<file path="src/rtl/xfer_sched_rr.sv">
// xfer_sched_rr
//   Two-requester round-robin scheduler for the byte-to-word transfer
//   datapath. A granted job reads byte pairs from the byte RAM (async read)
//   and writes each pair as one word {first, second} to the word RAM.
//
// Ports
//   clk, rset                    clock, synchronous active-high reset
//   req[1:0]                     request levels, held until matching done
//   src_addr0/1, dst_addr0/1     job start addresses (byte / word)
//   len_m1_0/1                   job length in words minus one
//   ack[1:0]                     one-hot grant pulse, descriptor sampled here
//   done[1:0]                    one-hot completion pulse
//   busy                         ack cycle through done cycle inclusive
//   mem_in_addr_rd/data_rd       byte-RAM read port
//   mem_out_we/addr_wr/data_wr   word-RAM write port
module xfer_sched_rr #(
    parameter int BYTE_AW = 5,
    parameter int WORD_AW = 4,
    parameter int BYTE_W  = 8,
    parameter int LEN_W   = 4
) (
    input  logic                  clk,
    input  logic                  rset,
    input  logic [1:0]            req,
    input  logic [BYTE_AW-1:0]    src_addr0,
    input  logic [BYTE_AW-1:0]    src_addr1,
    input  logic [WORD_AW-1:0]    dst_addr0,
    input  logic [WORD_AW-1:0]    dst_addr1,
    input  logic [LEN_W-1:0]      len_m1_0,
    input  logic [LEN_W-1:0]      len_m1_1,
    output logic [1:0]            ack,
    output logic [1:0]            done,
    output logic                  busy,
    output logic [BYTE_AW-1:0]    mem_in_addr_rd,
    input  logic [BYTE_W-1:0]     mem_in_data_rd,
    output logic                  mem_out_we,
    output logic [WORD_AW-1:0]    mem_out_addr_wr,
    output logic [2*BYTE_W-1:0]   mem_out_data_wr
);

    typedef enum logic [2:0] {IDLE, RD_HI, RD_LO, WR, FIN} state_t;

    state_t                 state_reg;
    logic                   g_reg;           // requester owning the current job
    logic                   last_grant_reg;  // requester served most recently
    logic [BYTE_AW-1:0]     src_ptr_reg;
    logic [WORD_AW-1:0]     dst_ptr_reg;
    logic [LEN_W-1:0]       rem_reg;
    logic [BYTE_W-1:0]      hi_reg;
    logic [BYTE_AW-1:0]     rd_addr_reg;
    logic                   we_reg;
    logic [WORD_AW-1:0]     wa_reg;
    logic [2*BYTE_W-1:0]    wd_reg;
    logic [1:0]             done_reg;
    logic                   busy_reg;

    logic                   g_next;
    logic                   grant_en;
    logic [BYTE_AW-1:0]     src_sel;
    logic [WORD_AW-1:0]     dst_sel;
    logic [LEN_W-1:0]       len_sel;

    // Tie goes to the requester not served last; a lone request wins outright.
    always_comb begin
        g_next  = (req == 2'b11) ? ~last_grant_reg : (req[1] & ~req[0]);
        src_sel = g_next ? src_addr1 : src_addr0;
        dst_sel = g_next ? dst_addr1 : dst_addr0;
        len_sel = g_next ? len_m1_1  : len_m1_0;
    end

    // The grant must be visible in the very cycle the descriptor is sampled,
    // so ack is decoded from state and req rather than registered.
    assign grant_en = (state_reg == IDLE) && (|req) && !rset;

    generate
        for (genvar gi = 0; gi < 2; gi++) begin : g_ack
            assign ack[gi] = grant_en && (g_next == 1'(gi));
        end
    endgenerate

    assign busy            = busy_reg | grant_en;
    assign done            = done_reg;
    assign mem_in_addr_rd  = rd_addr_reg;
    // Gating with rset keeps a reset that lands on a WR cycle from committing
    // that word at the reset edge.
    assign mem_out_we      = we_reg & ~rset;
    assign mem_out_addr_wr = wa_reg;
    assign mem_out_data_wr = wd_reg;

    // Read address, write strobe and done are set one edge ahead so they are
    // valid for the whole of the state they belong to.
    always_ff @(posedge clk) begin
        if (rset) begin
            state_reg      <= IDLE;
            g_reg          <= 1'b0;
            last_grant_reg <= 1'b1;
            src_ptr_reg    <= '0;
            dst_ptr_reg    <= '0;
            rem_reg        <= '0;
            hi_reg         <= '0;
            rd_addr_reg    <= '0;
            we_reg         <= 1'b0;
            wa_reg         <= '0;
            wd_reg         <= '0;
            done_reg       <= '0;
            busy_reg       <= 1'b0;
        end else begin
            case (state_reg)
                IDLE: begin
                    if (|req) begin
                        g_reg       <= g_next;
                        src_ptr_reg <= src_sel;
                        dst_ptr_reg <= dst_sel;
                        rem_reg     <= len_sel;
                        rd_addr_reg <= src_sel;
                        busy_reg    <= 1'b1;
                        state_reg   <= RD_HI;
                    end
                end
                RD_HI: begin
                    hi_reg      <= mem_in_data_rd;
                    src_ptr_reg <= src_ptr_reg + BYTE_AW'(1);
                    rd_addr_reg <= src_ptr_reg + BYTE_AW'(1);
                    state_reg   <= RD_LO;
                end
                RD_LO: begin
                    // Low byte goes straight into the write word.
                    src_ptr_reg <= src_ptr_reg + BYTE_AW'(1);
                    rd_addr_reg <= '0;
                    we_reg      <= 1'b1;
                    wa_reg      <= dst_ptr_reg;
                    wd_reg      <= {hi_reg, mem_in_data_rd};
                    state_reg   <= WR;
                end
                WR: begin
                    we_reg <= 1'b0;
                    if (rem_reg == '0) begin
                        done_reg  <= {g_reg, ~g_reg};
                        state_reg <= FIN;
                    end else begin
                        rem_reg     <= rem_reg - LEN_W'(1);
                        dst_ptr_reg <= dst_ptr_reg + WORD_AW'(1);
                        rd_addr_reg <= src_ptr_reg;
                        state_reg   <= RD_HI;
                    end
                end
                FIN: begin
                    done_reg       <= '0;
                    last_grant_reg <= g_reg;
                    busy_reg       <= 1'b0;
                    state_reg      <= IDLE;
                end
                default: state_reg <= IDLE;
            endcase
        end
    end

endmodule
</file>
<file path="config.mk">
export PLATFORM = sky130hd
export DESIGN_NAME = xfer_sched_rr
export DESIGN_NICKNAME = d
export VERILOG_FILES = /design/src/rtl/xfer_sched_rr.sv
export SDC_FILE = /design/constraint.sdc
export NUM_CORES = 1
export LEC_CHECK = 0
export CORE_MARGIN = 5
export CORE_UTILIZATION = 45
export CTS_BUF_LIST = sky130_fd_sc_hd__clkbuf_8
export CTS_CLUSTER_DIAMETER = 200
export DETAILED_ROUTE_END_ITERATION = 6
export GPL_TIMING_DRIVEN = 0
export PLACE_DENSITY = 0.72
export SETUP_SLACK_MARGIN = 0.3
export SLEW_MARGIN = 25
export SYNTH_ARGS = -nofsm -noshare
export SYNTH_HDL_FRONTEND = slang
export SYNTH_SLANG_ARGS = --single-unit
export TNS_END_PERCENT = 100
</file>
<file path="constraint.sdc">
create_clock -name clk -period 1.95 [get_ports clk]
set_clock_uncertainty 0.1 [all_clocks]
set_input_delay 0.39 -clock clk [delete_from_list [all_inputs] [get_ports clk]]
set_output_delay 0.39 -clock clk [all_outputs]
set_load 0.01 [all_outputs]
</file>
Word level (Yosys, flattened, before mapping)
Cells that the tools add are included.
{ "classes": {"eq_ne": 8, "muxes": 22, "n_addsub": 3, "n_bitwise": 8, "reduce_logical": 21} }
{ "ops": {"columns": ["operator", "count"], "rows": [
  ["$mux W4", 6],
  ["$pmux W5 S4", 1],
  ["$pmux W4 S2", 2],
  ["$mux W5", 3],
  ["$pmux W3 S4", 1],
  ["$pmux W5 S2", 1],
  ["$reduce_bool A2 Y1", 5],
  ["$reduce_and A2 Y1", 4],
  ["$eq A3 B2 Y1 const B", 2],
  ["$mux W3", 2],
  ["$reduce_and A3 Y1", 2],
  ["$add A5 B1 Y5 const B", 1],
  ["$not A1 Y1", 5],
  ["$add A4 B1 Y4 const B", 1],
  ["$logic_and A1 B1 Y1", 4],
  ["$logic_not A4 Y1", 1],
  ["$ne A2 B2 Y1 const B", 2],
  ["$pmux W1 S2", 2],
  ["$pmux W2 S2", 1],
  ["$reduce_bool A4 Y1", 1],
  ["$reduce_or A2 Y1", 2],
  ["$sub A4 B1 Y4 const B", 1],
  ["$eq A3 B1 Y1 const B", 1],
  ["$eq A3 B3 Y1 const B", 1],
  ["8 further kinds", 10]
]} }
{ "totals": {"inputBits": 38, "ff_bits": 55, "wordCells": 75} }

Depth between registers and ports, before layout
Gate-level depths: netlist (run 1).
{ "logic_depth": {"ltp_word": 6, "ltp_mapped": 7} }

Least setup slack after synthesis (run 1)
OpenSTA, ideal clock, no wires.
{ "synth_path": {"path_type": "flip-flop to flip-flop", "startpoint": "register rem_reg[0]", "endpoint": "register dst_ptr_reg[0]", "synth_period_minus_slack_ns": 1.767, "arrival_time_ns": 1.534, "slack_ns": 0.183, "stages_incl_launch_ff": 7, "path_buffers": 0, "required_time_ns": 1.717, "path_cell_list": "dfxtp_1 > inv_1 > ha_1 > or3b_2 > a22oi_2 > or4_1 > a31oi_1"} }
{ "synth_between": {"elab_chain_len": 3} }
{ "synth_lines": {"columns": ["element", "line", "source"], "rows": [
  ["start: declaration", "48", "logic [LEN_W-1:0] rem_reg;"],
  ["start signal: assignment", "114", "rem_reg <= len_sel;"],
  ["start signal: assignment", "141", "rem_reg <= rem_reg - LEN_W'(1);"],
  ["$logic_not A4 Y1", "137", "if (rem_reg == '0) begin"],
  ["$ne A2 B2 Y1 (no line)", null, null],
  ["$reduce_and A3 Y1 (no line)", null, null],
  ["end signal: assignment", "113", "dst_ptr_reg <= dst_sel;"],
  ["end signal: assignment", "142", "dst_ptr_reg <= dst_ptr_reg + WORD_AW'(1);"],
  ["end: declaration", "47", "logic [WORD_AW-1:0] dst_ptr_reg;"]
]} }
No other way between the ends.
A chain may end at the register's enable or synchronous reset.

Worst setup path in the final report (run 1)
{ "layout_path": {"startpoint": "input port rset", "endpoint": "output port mem_out_we"} }
{ "layout_between": {"elab_chain_len": 2} }
{ "layout_lines": {"columns": ["element", "line", "source"], "rows": [
  ["start: declaration", "23", "input logic rset,"],
  ["$not A1 Y1", "86", "assign mem_out_we = we_reg & ~rset;"],
  ["$and A1 B1 Y1", "86", null],
  ["end: declaration", "36", "output logic mem_out_we,"]
]} }
No other way between the ends.

==> metrics.yaml, run 1 <==
run_status:
  run_status: "finished with violations"
  violations: "setup timing"
finish:
  antenna_cells: 0
  syn2layout_area_growth_pct: 59.5
  final_net_count: 475
  proportion_of_layout_cells_with_a_drive_suffix_above_1: 0.333
  mostFrequentLayoutCells: "50 x sky130_fd_sc_hd__nand2_1, 50 x sky130_fd_sc_hd__dfxtp_1, 35 x sky130_fd_sc_hd__clkdlybuf4s50_1"
  final_core_util: 0.733
  finish.cell_count_without_fillers: 510
  largest_reg_flops: 16
timing:
  timing.final.max_slew_violations: 0
  finalWorstSetupSlack_ns: -0.104
  rsz0062_at_grt: "true"
  fmax_ghz: 0.487
  final-setup-viol-count: 4
  timing.final.crit_period_ns: 2.05
  final_min_period_over_clock_period: 1.05
  hold_viol: 0
  max_slew_margin: 0.519
  worst_margin_slew_ns: 0.721
  setup_total_negative_slack_ns: -0.280
synthesis:
  postSynthNetCount: 364
  async_reset_ff_frac: 0
  synth-warning-count: 0
  mappedNetlistArea_um2: 2710
  synth_seq_cells: 55
  synth_flop_cell: "sky130_fd_sc_hd__dfxtp_1"
  count_of_unique_library_cells_instantiated_by_yosys: 59
  synthCells: 323
  seq_area_frac_synth: 0.407
  number_of_enable_flip_flop_cells_after_synthesis: 0
  synth.avg_cell_area_um2: 8.38
place:
  dp.cells: 465
  place_congestion: 0.906
  port_buffers: 67
  detailedPlacementHpwl_mm: 5.55
die:
  floorplan.initialDensity: 0.460
  top_level_ports: 69
  die-area_um2: 7670
  core_area_um2: 5890
  die_height_um: 87.6
  floorplan.rows: 28
  die-width_um: 87.6
routing:
  route.final.wire_length_mm: 9.63
  route.detailed.drc: 0
  vias: 2987
  detailed_routing_iterations_pass_1: 4
  post_drt_via_cell_ratio: 5.86
  drt-wirelength-per-cell_um: 18.9
  antenna_violating_nets_post_route: 0
  drt_iter0_drc: 179
pwr:
  sw_frac_of_total: 0.357
  seq_power_share: 0.355
  power.density_cell_area_nw_per_um2: 925
  irDropWorstVdd_mv: 0.566
  power_report.internal_total_mw: 2.57
  clockPowerShare: 0.203
  cellLeakagePower_nw: 1.73
  design_power_total_mw: 3.99
  power.switching_mw: 1.42
  p_comb_frac: 0.443
setup_path:
  worst_setup_path_end_kind: "output pin"
  worstSetupPathType: "in2out"
  cp_cell_sequence: "clkbuf_2 > clkbuf_4 > nor2b_1 > clkdlybuf4s50_1"
  path_max_fanout: 10
  timing.critical_path.buf_inv: 3
  critPathArrivalTime_ns: 1.56
  critPathMaxStageDelay_ns: 0.55
  critical_path_top_delay_cell: "sky130_fd_sc_hd__clkdlybuf4s50_1"
  path_delay_family: "buffers and inverters"
  worst_ep_required_time_ns: 1.46
  startpoint_type: "primary input"
clocking:
  cts_tree: "yes"
  tritoncts.num_buffers: 5
  htreeDepth: 2
  tritoncts_sinks: 55
  cts-root-buf: "sky130_fd_sc_hd__clkbuf_8"
  postCtsHoldBufs: 0
  clkSlewWorstSetupHoldPaths_ns: 0.11
  clockBufferDepth: 2
  clk_latency_ns: 0.32
grt:
  largest_net_degree_at_the_start_of_global_routing: 19
  grt_usage: 0.223
  grt_pass1_wl_mm: 13.4
  antenna_found_initial: 0
  first_global_vias: 2735
  grt_remaining_overflow: 0
min_path:
  worst_hold_path_type: "reg2reg"
flow_run:
  max-cap-violations: 0
[synth_stat cells, drive strengths merged, types with 2 or more instances]
library cell   n  area (um^2)
a211o          2         17.5
a211oi         3         22.5
a21oi         40          204
a221oi         4         35.0
and2           2         15.0
and3b          2         17.5
buf            8         56.3
clkbuf        15         56.3
dfxtp         55         1100
ha             3         37.5
inv            6         22.5
mux2          10          113
mux2i         12          120
nand2         51          191
nand2b         3         18.8
nand3          4         20.0
nand3b         2         15.0
nand4b         2         17.5
nor2          24         90.1
nor2b          3         18.8
nor3           8         40.0
nor3b          3         22.5
nor4           4         25.0
o2111ai        4         35.0
o21ai         15         75.1
o21bai         2         15.0
o31ai          3         22.5
o32ai          2         17.5
or2            4         25.0
xnor2          3         26.3
[per-stage QoR]
stage | worst slack [ns] | hold slack, ns | area (um^2)
6_report | -0.104 | 0.358 | 4320
5_1_grt | -0.136 | 0.384 | 4320
4_1_cts | -0.111 | 0.361 | 3950
3_5_place_dp | -0.785 | 0.348 | 3510
3_3_place_gp | -0.806 | 0.342 | 3510
2_1_floorplan | 0.306 | 0.331 | 2740
[per-layer routing]
metal	wire length [um]	track usage	up-vias
met3	622	0.0461	34
met1	3880	0.285	1435
met4	322	0.0809	0
met5	0	0	-
met2	4800	0.371	137
li1	-	-	1381
[tightest hold or removal path, delay by kind of cell (launching register included)]
kind / cells / cell delay [ns]
compound gates: 1 / 0.05
flops: 1 / 0.32
simple gates: 1 / 0.05
[power groups by stage]
| stage | logic, mW | registers, mW | clock network (mW) |
|---|---|---|---|
| global placement | 1.11 | 1.41 | 0 |
| CTS | 1.41 | 1.40 | 0.811 |
| detailed placement | 1.13 | 1.41 | 0 |
| global route | 1.87 | 1.43 | 0.865 |
| floorplan | 0.722 | 1.41 | 0 |
| finish | 1.77 | 1.42 | 0.809 |
[cell families after synthesis]
group / after synthesis / synth area share
AO/OA/AOI/OAI: 91 / 0.222
XOR/XNOR: 3 / 0.00971
adder cells (fa/ha/maj): 3 / 0.0139
buffers and inverters: 30 / 0.0513
flip-flops: 55 / 0.407
multiplexers: 22 / 0.0860
AND/OR/NAND/NOR: 119 / 0.210
[timing repair]
action	4_1_cts	5_1_grt
setup buffers	20	13
resized for setup	114	74
endpoints found under the setup margin	78	52
pin swaps	10	33
gates cloned	1	3
[path summary, 6_finish.rpt]
path,start,cells past startpoint,end,slack (ns)
setup / recovery,rset,4,mem_out_we,-0.10
hold / removal,mem_out_data_wr[4]$_SDFFE_PP0P_,2,mem_out_data_wr[4]$_SDFFE_PP0P_,0.36
setup reg to reg,state_reg[1]$_SDFFE_PP0P_,9,src_ptr_reg[3]$_SDFFE_PP0P_,0.01
hold reg to reg,mem_out_data_wr[4]$_SDFFE_PP0P_,2,mem_out_data_wr[4]$_SDFFE_PP0P_,0.36
[layout make-up]
| class | instances | area (um^2) |
|---|---|---|
| Multi-Input combinational cell | 238 | 1810 |
| Fill cell | 435 | 1570 |
| Sequential cell | 55 | 1110 |
| Timing Repair Buffer | 104 | 958 |
| Buffer | 23 | 206 |
| Tap cell | 75 | 93.8 |
| Clock buffer | 5 | 68.8 |
| Clock inverter | 3 | 47.5 |
| Inverter | 7 | 26.3 |
No activity file was read; power rests on OpenSTA's default activity.
==> run 2: changes to the inputs <==
--- a/config.mk
+++ b/config.mk
@@ -5,10 +5,12 @@
 export SDC_FILE = /design/constraint.sdc
 export NUM_CORES = 1
 export LEC_CHECK = 0
+export CAP_MARGIN = 15
 export CORE_MARGIN = 5
 export CORE_UTILIZATION = 45
 export CTS_BUF_LIST = sky130_fd_sc_hd__clkbuf_8
 export CTS_CLUSTER_DIAMETER = 200
+export CTS_CLUSTER_SIZE = 30
 export DETAILED_ROUTE_END_ITERATION = 6
 export GPL_TIMING_DRIVEN = 0
 export PLACE_DENSITY = 0.72
==> results of run 2 <==
The final DEF is identical to that of run 1; final timing and power are the same.
==> run 3: changes to the inputs <==
--- a/config.mk
+++ b/config.mk
@@ -5,15 +5,14 @@
 export SDC_FILE = /design/constraint.sdc
 export NUM_CORES = 1
 export LEC_CHECK = 0
-export CAP_MARGIN = 15
 export CORE_MARGIN = 5
-export CORE_UTILIZATION = 45
+export CORE_UTILIZATION = 50
 export CTS_BUF_LIST = sky130_fd_sc_hd__clkbuf_8
 export CTS_CLUSTER_DIAMETER = 200
 export CTS_CLUSTER_SIZE = 30
 export DETAILED_ROUTE_END_ITERATION = 6
 export GPL_TIMING_DRIVEN = 0
-export PLACE_DENSITY = 0.72
+export PLACE_DENSITY = 0.79
 export SETUP_SLACK_MARGIN = 0.3
 export SLEW_MARGIN = 25
 export SYNTH_ARGS = -nofsm -noshare
==> run 3 against run 2 <==
Compared with the run above: the flow still finishes with violations (setup timing); die area down 8.9%; sequential power about the same; highest routed layer unchanged; critical path depth up 4; utilization increased by 12 points.
==> metrics.yaml, run 3 (synthesized netlist as in run 1, its figures left out) <==
timing:
  timing.final.max_slew_violations: 0  # unchanged
  worst_margin_slew_ns: 0.688  # -0.0331 ns
  worst_hold_slack_ns: 0.360  # +0.00161 ns
  rsz0062_at_grt: "true"
  final-setup-viol-count: 11  # +7
  max_slew_margin: 0.541  # +0.0221
  hold_viol: 0  # unchanged
  timing.final.crit_period_ns: 2.12  # +0.0696 ns
  fmax_ghz: 0.471  # -3.3%
  final_min_period_over_clock_period: 1.09  # +0.0357
  finalWorstSetupSlack_ns: -0.174  # -0.0696 ns
clocking:
  clkSlewWorstSetupHoldPaths_ns: 0.12  # about the same
  cts-root-buf: "sky130_fd_sc_hd__clkbuf_8"
  tritoncts_sinks: 55  # unchanged
  tritoncts.num_buffers: 5  # unchanged
  clockBufferDepth: 2  # unchanged
  cts_tree: "yes"
  htreeDepth: 2  # unchanged
  clk_latency_ns: 0.33  # about the same
place:
  dp_slack_ns: -0.804  # -0.0183 ns
  placed_cell_area_um2: 3500  # -0.18%
  detailedPlacementHpwl_mm: 5.71  # +2.8%
  place_congestion: 0.854  # -5.7%
  port_buffers: 67  # unchanged
grt:
  first_global_vias: 2875  # +5.1%
  antenna_found_initial: 0  # unchanged
  largest_net_degree_at_the_start_of_global_routing: 20  # +1
  grt_usage: 0.245  # +0.0225
  grt_pass1_wl_mm: 14.1  # +4.7%
  grt_remaining_overflow: 0  # unchanged
routing:
  antenna_violating_nets_post_route: 0  # unchanged
  route.final.wire_length_mm: 11.7  # +21%
  route.detailed.drc: 0  # unchanged
  drt_iter0_drc: 489  # +170%
  post_drt_via_cell_ratio: 6.42  # +9.7%
  drt-wirelength-per-cell_um: 22.9  # +21%
  vias: 3276  # +9.7%
  detailed_routing_iterations_pass_1: 5  # +1
run_status:
  run_status: "finished with violations"
  violations: "setup timing"
pwr:
  sw_frac_of_total: 0.388  # +0.0313
  seq_power_share: 0.351  # -0.004
  cellLeakagePower_nw: 1.80  # +3.6%
  power_report.internal_total_mw: 2.49  # -3.0%
  design_power_total_mw: 4.07  # +2.0%
  power.density_cell_area_nw_per_um2: 922  # -0.31%
  p_comb_frac: 0.476  # +0.033
  power.switching_mw: 1.58  # +11%
  irDropWorstVdd_mv: 0.556  # -1.8%
  clockPowerShare: 0.173  # -0.030
die:
  core_area_um2: 5170  # -12%
  floorplan.rows: 26  # -7.1%
  top_level_ports: 69  # unchanged
  die-width_um: 83.6  # -4.5%
  floorplan.initialDensity: 0.523  # +0.0634
  die_height_um: 83.6  # -4.5%
  die-area_um2: 6980  # -8.9%
setup_path:
  worstSetupPathType: "reg2reg"
  path_max_fanout: 7  # -3
  startpoint_type: "flip-flop"
  crit_path_start: "state_reg[1]$_SDFFE_PP0P_"
  r2r_slack_ns: -0.17  # -0.18 ns
  critPathCapture: "src_ptr_reg[0]$_SDFFE_PP0P_"
  worst_reg2reg_path_endpoint: "src_ptr_reg[0]$_SDFFE_PP0P_"
  worst_setup_path_end_kind: "flip-flop"
  critPathArrivalTime_ns: 2.26  # +0.70 ns
  worstReg2RegStart: "state_reg[1]$_SDFFE_PP0P_"
  worst_r2r_path_depth: 8  # -1
  worst_ep_required_time_ns: 2.09  # +0.63 ns
finish:
  proportion_of_layout_cells_with_a_drive_suffix_above_1: 0.352  # +0.0189
  mostFrequentLayoutCells: "49 x sky130_fd_sc_hd__nand2_1, 49 x sky130_fd_sc_hd__dfxtp_1, 35 x sky130_fd_sc_hd__clkdlybuf4s50_1"
  largest_reg_flops: 16  # unchanged
  final_net_count: 480  # +1.1%
  antenna_cells: 0  # unchanged
  syn2layout_area_growth_pct: 63.2
  final_core_util: 0.854  # +0.120
  postLayoutCellArea_um2: 4420  # +2.3%
flow_run:
  max-cap-violations: 0  # unchanged
min_path:
  worst_hold_path_type: "reg2reg"
run 3: worst min path at each step:
stage / endpoint / from / cells after the start
final: mem_out_data_wr[12]$_SDFFE_PP0P_ / hi_reg[4]$_SDFFE_PP0N_ / 2
after global routing: mem_out_data_wr[14]$_SDFFE_PP0P_ / hi_reg[6]$_SDFFE_PP0N_ / 2
after CTS: we_reg$_SDFFE_PP0P_ / we_reg$_SDFFE_PP0P_ / 2
after detailed placement: we_reg$_SDFFE_PP0P_ / we_reg$_SDFFE_PP0P_ / 2
after global placement: mem_out_data_wr[15]$_SDFFE_PP0P_ / hi_reg[7]$_SDFFE_PP0N_ / 2
after floorplan: mem_out_data_wr[10]$_SDFFE_PP0P_ / hi_reg[2]$_SDFFE_PP0N_ / 2
run 3: per-layer routing:
metal / vias up / global-route usage / part of all wire / wire [um]
li1: 1392 / - / - / -
met1: 1512 / 0.289 / 0.36 / 4190
met2: 292 / 0.432 / 0.47 / 5510
met3: 80 / 0.0582 / 0.11 / 1240
met4: 0 / 0.0863 / 0.063 / 732
met5: - / 0 / 0 / 0
run 3: what timing repair did:
item	4_1_cts	5_1_grt
gates resized for setup	123	78
pin swaps	13	27
endpoints found under the setup margin	77	53
setup buffers	22	17
hold buffers	0	0
gates cloned	1	2
run 3: layout make-up:
| class | instances | area (um^2) |
|---|---|---|
| Clock inverter | 3 | 27.5 |
| Buffer | 23 | 199 |
| Timing Repair Buffer | 109 | 1020 |
| Tap cell | 70 | 87.6 |
| Inverter | 7 | 26.3 |
| Clock buffer | 5 | 68.8 |
| Multi-Input combinational cell | 238 | 1870 |
| Sequential cell | 55 | 1110 |
| Fill cell | 288 | 756 |
run 3: power groups by stage:
stage               Combinational (mW)  Sequential (mW)  Clock, mW
floorplan                        0.722             1.41          0
global placement                  1.11             1.41          0
detailed placement                1.13             1.42          0
CTS                               1.41             1.40      0.699
global route                      2.01             1.44      0.739
finish                            1.94             1.43      0.705
run 3: through the flow:
step | instances | TNS [ns]
after floorplan | 323 | 0
after global placement | 460 | -9.53
after detailed placement | 460 | -10.72
after CTS | 491 | -0.329
after global routing | 510 | -0.986
final | 510 | -0.845
run 3: worst max-delay path, stage by stage (launching register included):
cell and delay (ns):
sky130_fd_sc_hd__dfxtp_2 0.34, sky130_fd_sc_hd__buf_6 0.11, sky130_fd_sc_hd__buf_4 0.13, sky130_fd_sc_hd__buf_8 0.14, sky130_fd_sc_hd__nor4_4 0.48, sky130_fd_sc_hd__or3_4 0.24, sky130_fd_sc_hd__buf_6 0.13, sky130_fd_sc_hd__a211oi_1 0.08
sky130_fd_sc_hd__a311oi_2 0.29
